[config.mk]
export PLATFORM = sky130hd
export DESIGN_NAME = chess_layout_reader
export DESIGN_NICKNAME = d
export VERILOG_FILES = /design/src/rtl/chess_layout_reader.sv
export SDC_FILE = /design/constraint.sdc
export NUM_CORES = 1
export LEC_CHECK = 0
export CAP_MARGIN = 20
export CORE_ASPECT_RATIO = 0.7
export CORE_UTILIZATION = 55
export CTS_CLUSTER_SIZE = 20
export DETAILED_ROUTE_END_ITERATION = 6
export PLACE_DENSITY = 0.93
export SETUP_SLACK_MARGIN = 0.05
export SYNTH_ARGS = -nofsm -noshare
export SYNTH_HDL_FRONTEND = slang
export SYNTH_SLANG_ARGS = --single-unit
export TNS_END_PERCENT = 20
[constraint.sdc]
create_clock -name clock -period 27.6 [get_ports clock]
set_input_delay 2.76 -clock clock [delete_from_list [all_inputs] [get_ports clock]]
set_output_delay 2.76 -clock clock [all_outputs]
set_load 0.01 [all_outputs]
[src/rtl/chess_layout_reader.sv]
// Snapshots the flat chess layout on Start and streams one square code per valid/ready
// transfer (index 0 first), counting non-empty squares; Done pulses once after the last transfer.
module chess_layout_reader #(
    parameter int                     CHESS_SQUARES = 64,
    parameter int                     SQUARE_WIDTH  = 8,
    parameter int                     MATRIX_WIDTH  = CHESS_SQUARES * SQUARE_WIDTH,
    parameter int                     INDEX_WIDTH   = 6,
    parameter logic [SQUARE_WIDTH-1:0] EMPTY_CODE   = '0
) (
    input  logic                    clock,
    input  logic                    resetApp,
    input  logic [MATRIX_WIDTH-1:0] Layout,
    input  logic                    Start,
    input  logic                    SqReady,
    output logic                    SqValid,
    output logic [INDEX_WIDTH-1:0]  SqIndex,
    output logic [SQUARE_WIDTH-1:0] SqCode,
    output logic                    SqLast,
    output logic                    Busy,
    output logic                    Done,
    output logic [INDEX_WIDTH:0]    PieceCount
);

    typedef enum logic [1:0] {
        IDLE   = 2'd0,
        STREAM = 2'd1,
        DONE   = 2'd2
    } state_t;

    localparam logic [INDEX_WIDTH-1:0] LAST_IDX = INDEX_WIDTH'(CHESS_SQUARES - 1);

    state_t                  state_q, state_d;
    logic [MATRIX_WIDTH-1:0] snap_q, snap_d;
    logic [INDEX_WIDTH-1:0]  idx_q, idx_d;
    logic [INDEX_WIDTH:0]    cnt_q, cnt_d;
    logic [SQUARE_WIDTH-1:0] cur_code;

    assign cur_code = snap_q[idx_q * SQUARE_WIDTH +: SQUARE_WIDTH];

    always_comb begin
        state_d = state_q;
        snap_d  = snap_q;
        idx_d   = idx_q;
        cnt_d   = cnt_q;
        case (state_q)
            IDLE: begin
                if (Start) begin
                    snap_d  = Layout;
                    idx_d   = '0;
                    cnt_d   = '0;
                    state_d = STREAM;
                end
            end
            STREAM: begin
                // SqValid is constant high here, so SqReady alone marks a transfer.
                if (SqReady) begin
                    if (cur_code != EMPTY_CODE) begin
                        cnt_d = cnt_q + 1'b1;
                    end
                    if (idx_q == LAST_IDX) begin
                        idx_d   = '0;
                        state_d = DONE;
                    end else begin
                        idx_d = idx_q + 1'b1;
                    end
                end
            end
            DONE: begin
                state_d = IDLE;
            end
            default: begin
                state_d = IDLE;
            end
        endcase
    end

    always_ff @(posedge clock or posedge resetApp) begin
        if (resetApp) begin
            state_q <= IDLE;
            snap_q  <= '0;
            idx_q   <= '0;
            cnt_q   <= '0;
        end else begin
            state_q <= state_d;
            snap_q  <= snap_d;
            idx_q   <= idx_d;
            cnt_q   <= cnt_d;
        end
    end

    // Code is gated so the bus reads zero outside a scan, not a stale snapshot byte.
    assign SqValid    = (state_q == STREAM);
    assign Busy       = (state_q == STREAM);
    assign Done       = (state_q == DONE);
    assign SqIndex    = idx_q;
    assign SqCode     = SqValid ? cur_code : '0;
    assign SqLast     = SqValid && (idx_q == LAST_IDX);
    assign PieceCount = cnt_q;

endmodule
-- Word level (Yosys, flattened, before mapping)
Cells that the tools add are included.
- RAM bits: 0
- register bits: 527
- memory bits (read-only): 0
- latch bits: 0
- memories: 0
- output and inout bits: 25
- $lt $le $gt $ge: 0
- div/mod/pow operators: 0
- mux-type cells: 13
- shift operators: 1
- $add $sub $neg: 2
- reductions and logical operators: 8
- equal/unequal tests: 7
- bitwise operators: 0
- $mul: 0
- operator list (kind ; number):
    $shiftx 512x10->8 ; 1
    $mux 7 ; 3
    $mux 6 ; 3
    $pmux 7 s2 ; 1
    $pmux 6 s2 ; 1
    $mux 8 ; 1
    $reduce_bool 8->1 ; 1
    $add 7x1->7 const B ; 1
    $add 6x1->6 const B ; 1
    $eq 6x6->1 const B ; 1
    $mux 2 ; 3
    $reduce_and 3->1 ; 2
    $ne 2x1->1 const B ; 2
    $ne 2x2->1 const B ; 2
    $pmux 2 s2 ; 1
    $reduce_and 4->1 ; 1
    $eq 2x1->1 const B ; 1
    $eq 2x2->1 const B ; 1
    $logic_not 2->1 ; 1
    $reduce_and 2->1 ; 1
    $reduce_bool 2->1 ; 1
    $logic_and 1x1->1 ; 1

-- Logic depth before layout (Yosys ltp)
- depth in word-level cells: 5
- mapped depth: 13

-- Worst setup path before layout
No wires, ideal clock.
- kind: flip-flop to output port
- start point: reg idx_q[1], in the netlist SqIndex[1]
- end point: out SqCode[3]
- cell stages (with the launch flop): 7
- data required time: 24.840 ns
- path buffers: 2
- arrival: 2.180 ns
- path slack: 22.660 ns
- cell sequence: dfrtp_1 -> buf_2 -> buf_1 -> mux4_2 -> mux4_2 -> a22oi_1 -> a21oi_1
- word-level cells in the longest chain between the ends: 2
- RTL lines (item ; line ; source):
    from (decl) ; 34 ; logic [INDEX_WIDTH-1:0] idx_q, idx_d;
    from (signal assigned) ; 86 ; idx_q <= idx_d;
    $shiftx 512x10->8 ; 38 ; assign cur_code = snap_q[idx_q * SQUARE_WIDTH +: SQUARE_WIDTH];
    $mux 8 ; 96 ; assign SqCode = SqValid ? cur_code : '0;
    to (decl) ; 17 ; output logic [SQUARE_WIDTH-1:0] SqCode,
Every way passes these cells.

-- Final worst setup path
- start point: reg idx_q[0], in the netlist SqIndex[0]
- end point: out SqCode[3]
The elaborated chain is that of the path after synthesis.

==> results.md <==
* HP Class: reg -> reg
* Setup slack at placement at 20.45 ns
* Reg area at 0.01320 mm^2
* Post-synthesis sequential area ratio at 55.63%
* Top Metal Used: met5
* Synth Instances at 1472
* Slew headroom at 21.70%
* Via count at 15820
* Crit Path Max Fanout at 41
* #FFs+latches synth at 527
* CTS tree: yes
* Post-layout min period at 7.721 ns
* # IOs at 541
* Post-synthesis average cell area at 16.11 um^2
* Met2 routed WL at 34.28 mm
* CTS Buffer Depth at 3
* Die area at 0.04395 mm^2
* Die W at 250.2 um
* CTS root buf: clkbuf_16
* Area taken by multi-input logic gates at 0.01004 mm^2
* Max_cap viols at 0
* Fillers at 2536
* WL met3 at 5.819 mm
* Die Ht at 175.7 um
* Layout cells sized above 1 at 37.88%
* Post-CTS Hold Buffers at 0
* Slew at the pin with the worst max-slew slack at 1.172 ns
* CP Launch Type: register
* Routed Antenna Nets at 0
* Hold path startpoint: PieceCount[6]
* DP Area at 0.02950 mm^2
* Core Box Area at 0.04241 mm^2
* Slew Viols, Final at 0
* Final Cell Area at 0.03144 mm^2
* Worst Hold End: PieceCount[6]
* Setup CP Type: reg -> out
* Largest net degree at the start of global routing at 191
* CTS Buf Count at 50
* Clk sinks at 527
* Detailed Routing Iterations Pass 1 at 5
* First-pass GRT wire length at 105.8 mm
* Clock Skew at 0.01304 ns
* Gp weighted congestion at 0.9120
* Unrepaired setup endpoints after global routing: no
* Post-DR vias/cell at 6.135
* Initial Util at 55.90%
* Synth cell types at 43
* Overall fraction of global-route tracks in use at 32.49%
* Worst Path Arrival at 4.96 ns
* Syn Nets at 1990
* Setup violators final at 0
* Worst setup margin at 19.88 ns
* Initial antenna violation count at 14
* 1st-iter DRT viols at 1373
* Post-synth design cell area at 0.02371 mm^2
* Nets@finish at 2498
* Outcome: completed
* CP required at 24.84 ns
* Area Overhead vs Synth at 32.60%
* R2r setup slk at 22.51 ns
* Clock transition at path regs at 0.06 ns
* IO Port Bufs at 540
* Hold Vio Cnt, Final at 0
* FF-to-FF Start: SqIndex[0]
* Max Fclk at 0.1295 GHz
* Clk_lat worst skew at 0.57 ns
* Vias in the first global route at 16940
* Setup_tns at 0 ns
* WHS Path Cells at 1
* CP endpoint kind: output port
* Worst VDD drop at 0.06034 mV
* Drt wl/cell at 27.49 um
* Cts repair resizes at 0
* Detail Placement HPWL at 50.97 mm
* DRC Markers at 0
* GRT overflow at 0
* Crit share post-route at 27.97%
* Wire length on met1 at 28.08 mm
* # H-tree levels at 2
* Rows at 63
* Pwr dens at 78.09 mW/mm^2
* Worst Reg-to-Reg Cells at 9
* Total wire length at 70.86 mm
* Post-CTS setup buffer count at 0
* Leak at 13.02 nW
* Synth Warn # at 0
* Worst reg2reg endpoint: PieceCount[0]
==> registers in the layout, indices dropped and copies added (netlist names) <==
| signal | count |
|---|---|
| snap_q | 512 |
| PieceCount | 7 |
| state_q | 2 |
| SqIndex | 6 |
==> cell families after synthesis <==
family | share of synthesized area (%)
flip-flops | 55.63
multiplexers | 37.96
adder cells (fa/ha/maj) | 0.1055
buffers and inverters | 2.058
AO/OA/AOI/OAI | 2.481
AND/OR/NAND/NOR | 1.773
==> area by class of cell <==
class                      count  share of cell area [%]
clock inverter                16                  0.8239
tap                          552                   2.197
inverter                       2                 0.04776
multi-input combinational    836                   31.93
clock buffer                  73                   4.840
antenna                        9                 0.07164
timing repair buffer         563                   18.10
sequential                   527                   41.99
==> cells in the final DEF (no fill, tap or decap), types with 9 or more instances in the layout <==
| master | instances |
|---|---|
| a21oi_1 | 17 |
| a22oi_1 | 12 |
| buf_4 | 17 |
| clkbuf_16 | 53 |
| clkbuf_8 | 12 |
| clkdlybuf4s50_1 | 540 |
| dfrtp_1 | 523 |
| diode_2 | 9 |
| mux2_2 | 514 |
| mux2i_1 | 17 |
| mux4_2 | 135 |
| nand2_1 | 15 |
| nand3_1 | 21 |
| nor2_1 | 14 |
| o21ai_0 | 14 |
==> Yosys cell counts (all sizes together) <==
master   count  share of area (%)
o31ai        1              0.032
nand3       21               0.44
nand3b       5               0.16
mux2       514                 24
and2         1              0.026
a32oi        2              0.074
or2          1              0.026
o221a        2              0.095
nand2b       1              0.026
a31oi        2              0.053
a2111oi      1              0.037
nand2       15               0.24
nor2b        6               0.16
a21o         3              0.095
o21ai       21               0.44
a211oi       8               0.25
clkinv       1              0.016
mux4       135                 13
nor3         3              0.063
ha           2               0.11
a22oi       12               0.38
nand4        4               0.11
mux2i       17               0.72
and3         4               0.11
dfrtp      527                 56
nor2        14               0.22
a21oi       17               0.36
o22ai        8               0.21
or3b         1              0.037
o221ai       5               0.18
inv          1              0.016
a311oi       1              0.037
buf         32               0.84
o41ai        4               0.23
nor4         1              0.026
clkbuf      75                1.2
nor3b        2              0.063
nand4b       2              0.074
==> critical path: stages (launching register included) <==
cell	delay [ns]
dfrtp_4	0.65
buf_4	0.72
buf_4	0.75
mux4_2	0.37
mux2i_1	0.10
a211oi_1	0.57
o21ai_0	0.23
a21oi_1	0.35
clkdlybuf4s50_1	0.60
==> power breakdown <==
group / switching [mW] / total [mW] / leakage [nW] / internal, mW
Sequential: 0.0886 / 0.957 / 6.52 / 0.869
Clock: 0.301 / 0.747 / 0.884 / 0.447
Combinational: 0.354 / 0.750 / 5.62 / 0.397
Total: 0.743 / 2.45 / 13.0 / 1.71
==> stage by stage <==
step	power, mW	instances	hold WS [ns]	utilization, %
after CTS	2.452	2564	0.4926	73.75
after global placement	1.679	2475	0.4667	69.55
after floorplan	1.398	1472	0.4311	-
after detailed placement	1.706	2475	0.4787	69.55
after global routing	2.539	2577	0.5088	74.12
final	2.455	2578	0.4922	74.13
==> worst max path at each step <==
stage               startpoint             to
floorplan             resetApp  PieceCount[0]
global placement    SqIndex[0]      SqCode[7]
detailed placement  SqIndex[0]      SqCode[3]
CTS                 SqIndex[0]      SqCode[3]
global route        SqIndex[0]      SqCode[3]
finish              SqIndex[0]      SqCode[3]
==> routing by layer <==
metal  vias up  global-route usage [%]
met2       787                   52.71
met3       156                   6.891
li1       6580                       -
met1      8284                   43.89
met4        10                   11.40
met5         -                       0
Note: power is estimated with default switching activity, not from simulation.
